--- config.mk ---
export PLATFORM = sky130hd
export DESIGN_NAME = if_fetch_unit
export DESIGN_NICKNAME = d
export VERILOG_FILES = /design/src/rtl/if_fetch_unit.sv
export SDC_FILE = /design/constraint.sdc
export NUM_CORES = 1
export LEC_CHECK = 0
export BUFFER_PORTS_ARGS = -buffer_cell sky130_fd_sc_hd__buf_2
export CORE_MARGIN = 2
export CORE_UTILIZATION = 30
export DETAILED_ROUTE_END_ITERATION = 8
export GPL_ROUTABILITY_DRIVEN = 0
export HOLD_SLACK_MARGIN = 0.02
export PLACE_DENSITY = 0.56
export SLEW_MARGIN = 25
export SYNTH_ARGS = -nofsm -noshare
export SYNTH_HDL_FRONTEND = slang
export SYNTH_SLANG_ARGS = --single-unit
--- constraint.sdc ---
create_clock -name clk -period 5 [get_ports clk]
set_input_delay 1 -clock clk [delete_from_list [all_inputs] [get_ports clk]]
set_output_delay 1 -clock clk [all_outputs]
set_load 0.03 [all_outputs]
--- src/rtl/if_fetch_unit.sv ---
// Instruction-fetch sequencer: one outstanding instruction-memory request at a time,
// delivers fetched words into the IF/ID register and holds the PC until delivery or redirect.
module if_fetch_unit #(
    parameter int               XLEN      = 32,
    parameter logic [XLEN-1:0]  NOP_INSTR = 32'h00000013
) (
    input  logic             clk,
    input  logic             reset,
    input  logic [XLEN-1:0]  pc_f,
    input  logic             stall_d,
    input  logic             flush,
    output logic             imem_req_valid,
    input  logic             imem_req_ready,
    output logic [XLEN-1:0]  imem_req_addr,
    input  logic             imem_rsp_valid,
    input  logic [XLEN-1:0]  imem_rsp_data,
    output logic             stall_f,
    output logic [XLEN-1:0]  instr_d,
    output logic [XLEN-1:0]  pc_d,
    output logic             valid_d,
    output logic [1:0]       state_dbg
);

    // Handshake: a request transfers on the cycle imem_req_valid && imem_req_ready are both
    // high; once valid is raised the address is held until that cycle. Memory returns exactly
    // one single-cycle imem_rsp_valid per transferred request, on a later cycle.

    typedef enum logic [1:0] {
        ST_ISSUE = 2'd0,
        ST_WAIT  = 2'd1,
        ST_HOLD  = 2'd2
    } state_e;

    state_e            state_q, state_d;
    logic              pend_q, pend_d;
    logic              drop_q, drop_d;
    logic [XLEN-1:0]   addr_q, addr_d;
    logic [XLEN-1:0]   tag_q, tag_d;
    logic [XLEN-1:0]   buf_q, buf_d;
    logic [XLEN-1:0]   ifid_instr_q, ifid_instr_d;
    logic [XLEN-1:0]   ifid_pc_q, ifid_pc_d;
    logic              ifid_valid_q, ifid_valid_d;
    logic              deliver;
    logic [XLEN-1:0]   deliver_data;

    always_comb begin
        state_d        = state_q;
        pend_d         = pend_q;
        drop_d         = drop_q;
        addr_d         = addr_q;
        tag_d          = tag_q;
        buf_d          = buf_q;
        imem_req_valid = 1'b0;
        imem_req_addr  = pend_q ? addr_q : pc_f;
        deliver        = 1'b0;
        deliver_data   = buf_q;

        case (state_q)
            ST_ISSUE: begin
                imem_req_valid = 1'b1;
                // A flush before acceptance still lets the stale request go out; its word is dropped.
                drop_d = drop_q | flush;
                if (imem_req_ready) begin
                    tag_d   = imem_req_addr;
                    pend_d  = 1'b0;
                    state_d = ST_WAIT;
                end else begin
                    pend_d = 1'b1;
                    addr_d = imem_req_addr;
                end
            end
            ST_WAIT: begin
                if (imem_rsp_valid) begin
                    if (drop_q || flush) begin
                        drop_d  = 1'b0;
                        state_d = ST_ISSUE;
                    end else if (stall_d) begin
                        buf_d   = imem_rsp_data;
                        state_d = ST_HOLD;
                    end else begin
                        deliver      = 1'b1;
                        deliver_data = imem_rsp_data;
                        state_d      = ST_ISSUE;
                    end
                end else if (flush) begin
                    drop_d = 1'b1;
                end
            end
            ST_HOLD: begin
                if (flush) begin
                    state_d = ST_ISSUE;
                end else if (!stall_d) begin
                    deliver = 1'b1;
                    state_d = ST_ISSUE;
                end
            end
            default: state_d = ST_ISSUE;
        endcase

        ifid_instr_d = ifid_instr_q;
        ifid_pc_d    = ifid_pc_q;
        ifid_valid_d = ifid_valid_q;
        if (flush) begin
            ifid_valid_d = 1'b0;
            ifid_instr_d = NOP_INSTR;
        end else if (deliver) begin
            ifid_valid_d = 1'b1;
            ifid_instr_d = deliver_data;
            ifid_pc_d    = tag_q;
        end else if (!stall_d) begin
            ifid_valid_d = 1'b0;
            ifid_instr_d = NOP_INSTR;
        end
    end

    always_ff @(posedge clk or posedge reset) begin
        if (reset) begin
            state_q      <= ST_ISSUE;
            pend_q       <= 1'b0;
            drop_q       <= 1'b0;
            addr_q       <= '0;
            tag_q        <= '0;
            buf_q        <= '0;
            ifid_instr_q <= NOP_INSTR;
            ifid_pc_q    <= '0;
            ifid_valid_q <= 1'b0;
        end else begin
            state_q      <= state_d;
            pend_q       <= pend_d;
            drop_q       <= drop_d;
            addr_q       <= addr_d;
            tag_q        <= tag_d;
            buf_q        <= buf_d;
            ifid_instr_q <= ifid_instr_d;
            ifid_pc_q    <= ifid_pc_d;
            ifid_valid_q <= ifid_valid_d;
        end
    end

    // The PC register advances on delivery and loads the redirect target on any flush.
    assign stall_f   = !(deliver || flush);
    assign instr_d   = ifid_instr_q;
    assign pc_d      = ifid_pc_q;
    assign valid_d   = ifid_valid_q;
    assign state_dbg = state_q;

endmodule
==> flow_metrics.tcl <==
set metrics [dict create \
    status "finished, final reports clean" \
    slew_headroom_pct 29.6 \
    holdBufCountCts 0 \
    yosysSeqAreaShare_pct 59.5 \
    clock.fmax_mhz 311 \
    io_buffer_count 170 \
    drt_iter0_markers 200 \
    cts_inserted_buffers 17 \
    cts_tree "done" \
    die_w_um 156 \
    busiest_layer "met2" \
    synth_top_area_share_pct 58.3 \
    clock_tree.root_cell "clkbuf_16" \
    synth-seq-cells 165 \
    syn_inst 581 \
    cp.arrival_ns 2.22 \
    critical_path_buf_inv_count 2 \
    fin_cells 1040 \
    start_kind "flop" \
    die_y_um 156 \
    crit_path_end_kind "output pin" \
    track_usage_pct 13.6 \
    grtUsageMet3_pct 2.86 \
    io_pins 171 \
    gr-usage-met1_pct 16.9 \
    ant_nets 0 \
    dieArea_um2 24400 \
    timing.hold.ws_ns 0.477 \
    grt_pass1_wl_mm 25.7 \
    nets 815 \
    worstMarginPinSlew_ns 1.06 \
    syn_nets 655 \
    final_cell_mix "buf_2 (170), dfrtp_1 (161), nand2_1 (65)" \
    grt_antenna_before_repair 2 \
    yosys-top-cells-area "dfrtp_1 (58%), mux2i_1 (8.8%), mux2_2 (6.8%), mux2_4 (5.6%), o21ai_0 (4.5%)" \
    initial_utilization_pct 30.6 \
    power_mw 5.58 \
    crit_family "simple AND/OR/NAND/NOR gates" \
    p_leak_nw 4.47 \
    drcViolationCount 0 \
    rsz0062_at_grt "false" \
    rows 55 \
    finalSetupTns_ns 0 \
    crit_type "flop to output pin" \
    drive_gt1_share_pct 38.1 \
    synth_top_cell_by_area "dfrtp_1" \
    core_area_um2 22700 \
    power_density_nw_per_um2 641 \
    synth_cell_types 27 \
    slowest_stage "or4b_4" \
    grt_max_degree 166 \
    synth_area_um2 6950 \
    drt-total-wl_mm 16.1 \
    peakVddDrop_mv 0.297 \
    yosys_warnings 0 \
    clkTransAtPathRegs_ns 0.06 \
    maxCapViolations 0 \
    hold_class "flop to flop" \
    routed_via_density 4.55 \
    postCtsSetupRepairBufs 0 \
    via_count 4733 \
    reg2reg_slack_ns 2.47 \
    path_cells "inv_1 -> ha_1 -> and2b_1 -> a21oi_1 -> or4b_4 -> nor2b_1 -> buf_2" \
    met2_usage_pct 22.5 \
    wire_per_inst_um 15.5 \
    htreeDepth 4 \
    grt_pass1_vias 4732 \
    maxSlewViolCount 0 \
    hpwlAfterDp_mm 10.5 \
    path_max_fanout 5 \
    hold_violations 0 \
    final.period_utilization_pct 64.4 \
    final-setup-viol-count 0 \
    clk_latency_ns 0.42 \
    final_common_cell "buf_2" \
    grt_overflow 0 \
    cp_slowest_stage_delay_ns 0.48 \
    cp_data_required_time_ns 4.00 \
    syn_to_final_growth_pct 25.2 \
    cts_resized 0 \
    period_needed_ns 3.22 \
    firstDrtPassIters 4 \
    skew_ns 0.0140 \
    syn_area_per_cell_um2 12.0 \
    cts_buffer_depth 2 \
    dp.cells 1007 \
    cts.sinks 165 \
]
[sequential cells by signal, summed over array words and instances, names as in the netlist]
name and count:
addr_q 32, state_dbg 2, instr_d 32, pend_q 1, tag_q 32, valid_d 1
buf_q 32, pc_d 32, drop_q 1
[routing by layer]
layer | vias up | routed length (um)
met5 | - | 0
met4 | 0 | 374
met3 | 25 | 661
met2 | 85 | 8000
met1 | 2350 | 7100
li1 | 2273 | -
[path summary, 6_finish.rpt]
| check | startpoint | end | cells after the start |
|---|---|---|---|
| worst max-delay path | state_dbg[1] | stall_f | 7 |
| worst min-delay path | valid_d | valid_d | 2 |
| worst max register to register | state_dbg[1] | pc_d[30] | 7 |
| worst min register to register | valid_d | valid_d | 2 |
| max in group asynchronous | reset | pend_q | 3 |
| min in group asynchronous | reset | instr_d[8] | 3 |
[area by class of cell]
type / instances / area (um2)
Clock buffer: 17 / 425
Clock inverter: 14 / 189
Multi-Input combinational cell: 344 / 2520
Fill cell: 2265 / 14000
Tap cell: 285 / 357
Sequential cell: 165 / 4130
Antenna cell: 2 / 5.00
Inverter: 36 / 139
Timing Repair Buffer: 177 / 936
[cell usage after synthesis, drive strengths merged]
library cell and n:
o21ai 62, nand4 1, mux2i 61, buf 14
or4b 1, inv 36, nand2b 3, nand2 65
and4bb 1, and2 1, clkbuf 22, o22a 3
mux2 68, nand3 1, nor2b 3, dfstp 3
dfrtp 162, o2bb2ai 1, nor2 34, a21oi 33
and2b 1, a22oi 1, ha 4
[worst reg2reg max path, delay by kind of cell, from the launching register on]
family | cells | cell delay, ns
fa+ha+maj | 1 | 0.24
mux | 1 | 0.48
compound gates | 1 | 0.16
flops | 1 | 0.39
simple gates | 2 | 0.34
buf+inv | 2 | 0.82
[metrics by stage]
| step | cell area (um2) | setup WS (ns) | utilization, % |
|---|---|---|---|
| 6_report | 8700 | 1.78 | 38.3 |
| 5_1_grt | 8700 | 1.69 | 38.3 |
| 4_1_cts | 8700 | 1.77 | 38.3 |
| 3_5_place_dp | 8080 | 2.02 | 35.6 |
| 3_3_place_gp | 8050 | 1.92 | 35.5 |
| 2_1_floorplan | 6950 | 1.90 | - |
[cell families (layout without fill, tap and decap cells)]
kind of cell	count (synthesis)	in the layout	share of synthesized area, %
flip-flops	165	165	59.5
multiplexers	129	129	21.2
AND/OR/NAND/NOR	111	111	6.63
AO/OA/AOI/OAI	100	100	7.45
buffers and inverters	72	244	4.52
adder cells (fa/ha/maj)	4	4	0.720
other	0	2	0
[power by group]
group	switching (mW)	internal, mW	total (mW)
Combinational	1.23	0.793	2.02
Sequential	0.330	1.85	2.18
Clock	0.583	0.800	1.38
No activity file was read; power rests on OpenSTA's default activity.
